File: src/rtl/sifive_insight_tl_txn_tracker.sv
// Passive TileLink A/D transaction tracker: one entry per source ID, per-source latency,
// retirement reports and protocol-violation pulses. Nothing here drives the bus.
module sifive_insight_tl_txn_tracker #(
  parameter int SOURCE_BITS = 2,
  parameter int SIZE_BITS   = 3,
  parameter int BEAT_LG     = 3,
  parameter int LAT_BITS    = 16
) (
  input  logic                   clock,
  input  logic                   reset,
  input  logic                   a_valid,
  input  logic                   a_ready,
  input  logic [2:0]             a_opcode,
  input  logic [SIZE_BITS-1:0]   a_size,
  input  logic [SOURCE_BITS-1:0] a_source,
  input  logic                   d_valid,
  input  logic                   d_ready,
  input  logic [2:0]             d_opcode,
  input  logic [SIZE_BITS-1:0]   d_size,
  input  logic [SOURCE_BITS-1:0] d_source,
  input  logic                   d_denied,
  input  logic                   d_corrupt,
  output logic                   done_valid,
  output logic [SOURCE_BITS-1:0] done_source,
  output logic [2:0]             done_opcode,
  output logic [LAT_BITS-1:0]    done_latency,
  output logic                   done_error,
  output logic                   err_valid,
  output logic [3:0]             err_mask,
  output logic [SOURCE_BITS-1:0] err_a_source,
  output logic [SOURCE_BITS-1:0] err_d_source,
  output logic [SOURCE_BITS:0]   outstanding_cnt
);

  localparam int NENT  = 1 << SOURCE_BITS;
  localparam int CNT_W = ((1 << SIZE_BITS) > BEAT_LG) ? ((1 << SIZE_BITS) - BEAT_LG) : 1;
  localparam int OC_W  = SOURCE_BITS + 1;

  typedef enum logic { A_IDLE, A_BURST } a_state_t;
  typedef enum logic { D_IDLE, D_BURST } d_state_t;

  function automatic logic [CNT_W-1:0] beat_count(input logic has_data,
                                                  input logic [SIZE_BITS-1:0] size);
    logic [CNT_W-1:0] n;
    n = CNT_W'(1);
    if (has_data && (int'(size) > BEAT_LG))
      n = CNT_W'(1) << (int'(size) - BEAT_LG);
    return n;
  endfunction

  function automatic logic [LAT_BITS-1:0] sat_inc(input logic [LAT_BITS-1:0] v);
    return (&v) ? v : v + LAT_BITS'(1);
  endfunction

  a_state_t               a_st;
  d_state_t               d_st;
  logic [CNT_W-1:0]       a_cnt, d_cnt;
  logic [SOURCE_BITS-1:0] a_src_l, d_src_l;
  logic [2:0]             a_op_l;
  logic [SIZE_BITS-1:0]   a_size_l;
  logic                   d_hit_l, d_err_l;

  logic [NENT-1:0]        ent_vld;
  logic [2:0]             ent_op   [NENT];
  logic [2:0]             ent_dop  [NENT];
  logic [SIZE_BITS-1:0]   ent_size [NENT];
  logic [LAT_BITS-1:0]    ent_lat  [NENT];

  // Stage p0: decode this cycle's fires against registered tracker state
  logic                   a_fire_p0, a_first_p0, a_chg_p0, a_dup_p0, a_new_p0;
  logic [CNT_W-1:0]       a_beats_p0, d_beats_p0;
  logic                   d_fire_p0, d_first_p0, d_last_p0, d_hit_p0, d_hit_now_p0;
  logic                   d_miss_p0, d_mis_p0, d_err_now_p0, d_retire_p0, retire_same_p0;
  logic [SOURCE_BITS-1:0] d_tsrc_p0;
  logic [3:0]             err_mask_p0;

  assign a_fire_p0  = a_valid & a_ready;
  assign a_first_p0 = a_fire_p0 & (a_st == A_IDLE) & (a_opcode <= 3'd4);
  assign a_beats_p0 = beat_count(a_opcode <= 3'd3, a_size);
  assign a_chg_p0   = a_fire_p0 & (a_st == A_BURST) &
                      ((a_source != a_src_l) | (a_opcode != a_op_l) | (a_size != a_size_l));

  assign d_fire_p0  = d_valid & d_ready;
  assign d_first_p0 = d_fire_p0 & (d_st == D_IDLE);
  assign d_beats_p0 = beat_count(d_opcode == 3'd1, d_size);
  assign d_last_p0  = d_first_p0 ? (d_beats_p0 == CNT_W'(1))
                                 : (d_fire_p0 & (d_st == D_BURST) & (d_cnt == CNT_W'(1)));
  assign d_hit_p0   = ent_vld[d_source];
  assign d_miss_p0  = d_first_p0 & ~d_hit_p0;
  assign d_mis_p0   = d_first_p0 & d_hit_p0 &
                      ((d_opcode != ent_dop[d_source]) | (d_size != ent_size[d_source]));
  assign d_tsrc_p0     = d_first_p0 ? d_source : d_src_l;
  assign d_hit_now_p0  = d_first_p0 ? d_hit_p0 : d_hit_l;
  assign d_err_now_p0  = d_denied | d_corrupt | (d_first_p0 ? d_mis_p0 : d_err_l);
  assign d_retire_p0   = d_last_p0 & d_hit_now_p0 & ent_vld[d_tsrc_p0];

  // A retiring entry may be re-armed in the same cycle without counting as a duplicate
  assign retire_same_p0 = d_retire_p0 & (d_tsrc_p0 == a_source);
  assign a_dup_p0       = a_first_p0 & ent_vld[a_source] & ~retire_same_p0;
  assign a_new_p0       = a_first_p0 & (~ent_vld[a_source] | retire_same_p0);
  assign err_mask_p0    = {d_mis_p0, d_miss_p0, a_chg_p0, a_dup_p0};

  always_ff @(posedge clock) begin
    if (reset) begin
      a_st    <= A_IDLE;
      a_cnt   <= '0;
      d_st    <= D_IDLE;
      d_cnt   <= '0;
      d_hit_l <= 1'b0;
      d_err_l <= 1'b0;
    end else begin
      case (a_st)
        A_IDLE: if (a_first_p0 && (a_beats_p0 != CNT_W'(1))) begin
          a_st  <= A_BURST;
          a_cnt <= a_beats_p0 - CNT_W'(1);
        end
        A_BURST: if (a_fire_p0) begin
          if (a_cnt == CNT_W'(1)) a_st <= A_IDLE;
          a_cnt <= a_cnt - CNT_W'(1);
        end
        default: a_st <= A_IDLE;
      endcase
      case (d_st)
        D_IDLE: if (d_first_p0 && (d_beats_p0 != CNT_W'(1))) begin
          d_st    <= D_BURST;
          d_cnt   <= d_beats_p0 - CNT_W'(1);
          d_hit_l <= d_hit_p0;
          d_err_l <= d_err_now_p0;
        end
        D_BURST: if (d_fire_p0) begin
          if (d_cnt == CNT_W'(1)) d_st <= D_IDLE;
          d_cnt   <= d_cnt - CNT_W'(1);
          d_err_l <= d_err_now_p0;
        end
        default: d_st <= D_IDLE;
      endcase
    end
  end

  always_ff @(posedge clock) begin
    if (a_first_p0) begin
      a_src_l  <= a_source;
      a_op_l   <= a_opcode;
      a_size_l <= a_size;
    end
    if (d_first_p0) d_src_l <= d_source;
  end

  always_ff @(posedge clock) begin
    if (reset) begin
      ent_vld <= '0;
    end else begin
      for (int i = 0; i < NENT; i++) begin
        if (a_first_p0 && (a_source == SOURCE_BITS'(i)))
          ent_vld[i] <= 1'b1;
        else if (d_retire_p0 && (d_tsrc_p0 == SOURCE_BITS'(i)))
          ent_vld[i] <= 1'b0;
      end
    end
  end

  // Latency counts from 1 in the cycle after allocation; invalid entries count harmlessly
  always_ff @(posedge clock) begin
    for (int i = 0; i < NENT; i++) begin
      if (a_first_p0 && (a_source == SOURCE_BITS'(i))) begin
        ent_op[i]   <= a_opcode;
        ent_size[i] <= a_size;
        ent_dop[i]  <= (a_opcode <= 3'd1) ? 3'd0 : 3'd1;
        ent_lat[i]  <= LAT_BITS'(1);
      end else begin
        ent_lat[i]  <= sat_inc(ent_lat[i]);
      end
    end
  end

  // Stage p1: registered report outputs
  always_ff @(posedge clock) begin
    if (reset) begin
      done_valid      <= 1'b0;
      done_source     <= '0;
      done_opcode     <= '0;
      done_latency    <= '0;
      done_error      <= 1'b0;
      err_valid       <= 1'b0;
      err_mask        <= '0;
      err_a_source    <= '0;
      err_d_source    <= '0;
      outstanding_cnt <= '0;
    end else begin
      done_valid <= d_retire_p0;
      if (d_retire_p0) begin
        done_source  <= d_tsrc_p0;
        done_opcode  <= ent_op[d_tsrc_p0];
        done_latency <= ent_lat[d_tsrc_p0];
        done_error   <= d_err_now_p0;
      end
      err_valid <= |err_mask_p0;
      err_mask  <= err_mask_p0;
      if (a_dup_p0 || a_chg_p0)  err_a_source <= a_source;
      if (d_miss_p0 || d_mis_p0) err_d_source <= d_source;
      if (a_new_p0 && !d_retire_p0)
        outstanding_cnt <= outstanding_cnt + OC_W'(1);
      else if (!a_new_p0 && d_retire_p0)
        outstanding_cnt <= outstanding_cnt - OC_W'(1);
    end
  end

endmodule

File: config.mk
export PLATFORM = sky130hd
export DESIGN_NAME = sifive_insight_tl_txn_tracker
export DESIGN_NICKNAME = d
export VERILOG_FILES = /design/src/rtl/sifive_insight_tl_txn_tracker.sv
export SDC_FILE = /design/constraint.sdc
export NUM_CORES = 1
export LEC_CHECK = 0
export CAP_MARGIN = 20
export CORE_ASPECT_RATIO = 2
export CORE_UTILIZATION = 48
export DETAILED_ROUTE_END_ITERATION = 12
export GPL_TIMING_DRIVEN = 0
export PLACE_DENSITY = 0.68
export SYNTH_ARGS = -nofsm -noshare
export SYNTH_HDL_FRONTEND = slang
export SYNTH_SLANG_ARGS = --single-unit
File: constraint.sdc
create_clock -name clock -period 11.15 [get_ports clock]
set_input_delay 2.23 -clock clock [delete_from_list [all_inputs] [get_ports clock]]
set_output_delay 2.23 -clock clock [all_outputs]
set_load 0.02 [all_outputs]
==> run metrics <==
status finished, violations left; violated checks DRC; final-report hold violation count 0; Hold Buf Count CTS 0; Worst Path Arrival 6620 ps; H-tree depth 4; routability cong. 0.8967; critical path's most frequent cell ha_1; DR top layer met4; initial core utilization 48.95%; critical-path maximum fanout 10; Synth Instances 859; mean post-synth cell area 8.945 sq um; synth top area cells dfxtp_1 31%, edfxtp_1 14%, nand2_1 6.0%; hold path start done_latency[2]; Vias/cell 5.839; ANT cells 0; cell count after placement 1,116; CTS buffer count 17; cts repair resizes 0; drt total wl 21.39 mm; clock sinks 155; Max VDD drop 0.0001164 V; Post-synth EDFFs 36; most frequent cells in the layout 122 x nand2_1, 119 x dfxtp_1, 83 x nor2_1; post-synthesis sequential area ratio 45.07%; Initial DRC Count 327; postcts setup bufs 0; Final Non-Filler Cells 1,148; clk root buf clkbuf_16; PortBufs 56; commonest non-fill, non-tap cell in the layout nand2_1; Synth Net Count 902; crit-path max cell delay 580 ps; drt first pass iters 9; largest net degree at the start of global routing 17; WP buf/inv 2; synthesis-to-finish area growth 17.99%; met3 wire length 889 um; Clock Path Buffers 2; crit-path cells clkdlybuf4s50_1 -> ha_1 -> ha_1 -> o21ai_0 -> ha_1 -> o41a_1 -> a22oi_1 -> a311oi_4 -> nand2b_1 -> a21oi_1 -> ha_1 -> inv_1 -> fa_1 -> xor2_1 -> or3_1 -> a21oi_1; routed vias 6,703; Final Instance Area 9066 sq um; area fraction of the dominant cell type after synthesis 31.00%; CTS tree done; Worst Path Required 11,490 ps; die height 180.9 um; first-pass GRT wire length 33.11 mm; TNS Setup 0 ps; highest-delay cell along the critical path a311oi_4; Pwr Density 179.7 nW/um^2; share of post-route cells with drive strength above 1 5.069%; Die Footprint 16,550 sq um; RSZ-0062 raised after global routing false; r2r startpoint d_cnt[0]; Yosys cell types 63; antenna viol nets, final 0; top achievable clock speed 159.2 MHz; clk_lat worst skew 430 ps; Max Cap Violations 0; wl on met1 7.268 mm; P_leak 3.304 nW; Synth Cell Area 7684 sq um; Setup Skew 9.650 ps; # IOs 59; final design utilization 57.76%; Syn. warnings 0; Synth Register Bits 155; Final nets 977; min cycle time layout 6281 ps; row count 65; top cell type by total area after synthesis dfxtp_1; Final Max Tran Viols 0; Post-DP Area 8501 sq um; Relative slew margins 29.83%; hpwl dp 16.06 mm; DR WL met2 11.41 mm; Worst Hold Class reg2reg; Critical Path Start Type input pin; Critical Path Start d_size[0]; clk slew on worst S/H paths 60 ps; Total GRT Usage 26.61%; # setup viols final 0; Synth Flop Type dfxtp_1; Fill cells 1,415; remaining global-route overflow 0; vias in the first global route 6,674; Die Wd 91.47 um; critical path endpoint category register; core footprint 15,700 sq um; detailed-route DRC error count 2; wire length per cell 18.63 um; delay-heaviest family, CP compound AO/OA/AOI/OAI gates; CP Class in2reg; Worst Max-Slew Pin Slew 1045 ps; Post-synth ARST share 0%; period utilization 56.33%; initial antenna violation count 0
## cells in the mapped netlist (20+ instances only)
cell / number
a21oi_1: 51
and3_1: 32
clkbuf_1: 31
dfxtp_1: 119
edfxtp_1: 36
inv_1: 29
mux2i_1: 20
nand2_1: 122
nand3_1: 34
nand4_1: 24
nor2_1: 83
nor3_1: 26
o21ai_0: 20
xor2_1: 51
## worst paths after layout
check        cells past startpoint                  to  slack [ps]
min                              2     done_latency[2]         450
max reg2reg                     13  outstanding_cnt[2]        7560
max                             16  outstanding_cnt[2]        4870
min reg2reg                      2     done_latency[2]         450
## cell families (layout without fill, tap and decap cells)
| logic type | Yosys count | after routing | synth area share [%] |
|---|---|---|---|
| flip-flops | 155 | 155 | 45.07 |
| XOR/XNOR | 65 | 65 | 7.409 |
| adder cells (fa/ha/maj) | 19 | 19 | 3.192 |
| AO/OA/AOI/OAI | 137 | 137 | 12.08 |
| buffers and inverters | 73 | 161 | 3.843 |
| multiplexers | 25 | 25 | 4.071 |
| AND/OR/NAND/NOR | 385 | 385 | 24.33 |
## metrics by stage
stage / total power, mW / setup WS [ps] / hold slack (ps)
global route: 1.698 / 4586 / 475.9
floorplan: 0.9558 / 5753 / 457.2
detailed placement: 1.075 / 4446 / 449.2
CTS: 1.628 / 4879 / 457.5
global placement: 1.068 / 4551 / 445.9
finish: 1.629 / 4869 / 454.0
## worst min-delay path: cells and delay by family (launching register included)
family          cells  cell delay (ps)
flops               1              310
compound gates      1               50
simple gates        1               50
## metal layers
layer | vias to the layer above | track usage, %
li1 | 3189 | -
met1 | 3182 | 23.29
met2 | 238 | 50.41
met3 | 94 | 4.840
met4 | 0 | 22.54
met5 | - | 0
## where the power goes
| part | internal, mW | leakage [nW] | total [mW] | switching [mW] |
|---|---|---|---|---|
| Clock | 0.326 | 0.276 | 0.558 | 0.232 |
| Sequential | 0.659 | 1.30 | 0.781 | 0.122 |
| Combinational | 0.123 | 1.72 | 0.291 | 0.168 |
| Total | 1.11 | 3.30 | 1.63 | 0.521 |
## area by class of cell
type                            count  area (sq um)  share of cell area (%)
Tap cell                          201         251.5                   2.774
Timing Repair Buffer               56         560.5                   6.183
Multi-Input combinational cell    631          3930                   43.35
Inverter                           32         120.1                   1.325
Clock buffer                       22         475.5                   5.244
Buffer                             41         175.2                   1.932
Clock inverter                     10         90.09                  0.9937
Sequential cell                   155          3463                   38.20
## flip-flops by register name, summed over array words and instances (netlist names), 3 cells and up
register	flops
a_op_l	3
a_size_l	3
a_cnt	5
ent_op	12
d_cnt	5
outstanding_cnt	3
ent_size	12
err_mask	4
ent_lat	64
done_opcode	3
done_latency	16
ent_vld	4
ent_dop	4
No activity file was read; power rests on OpenSTA's default activity.
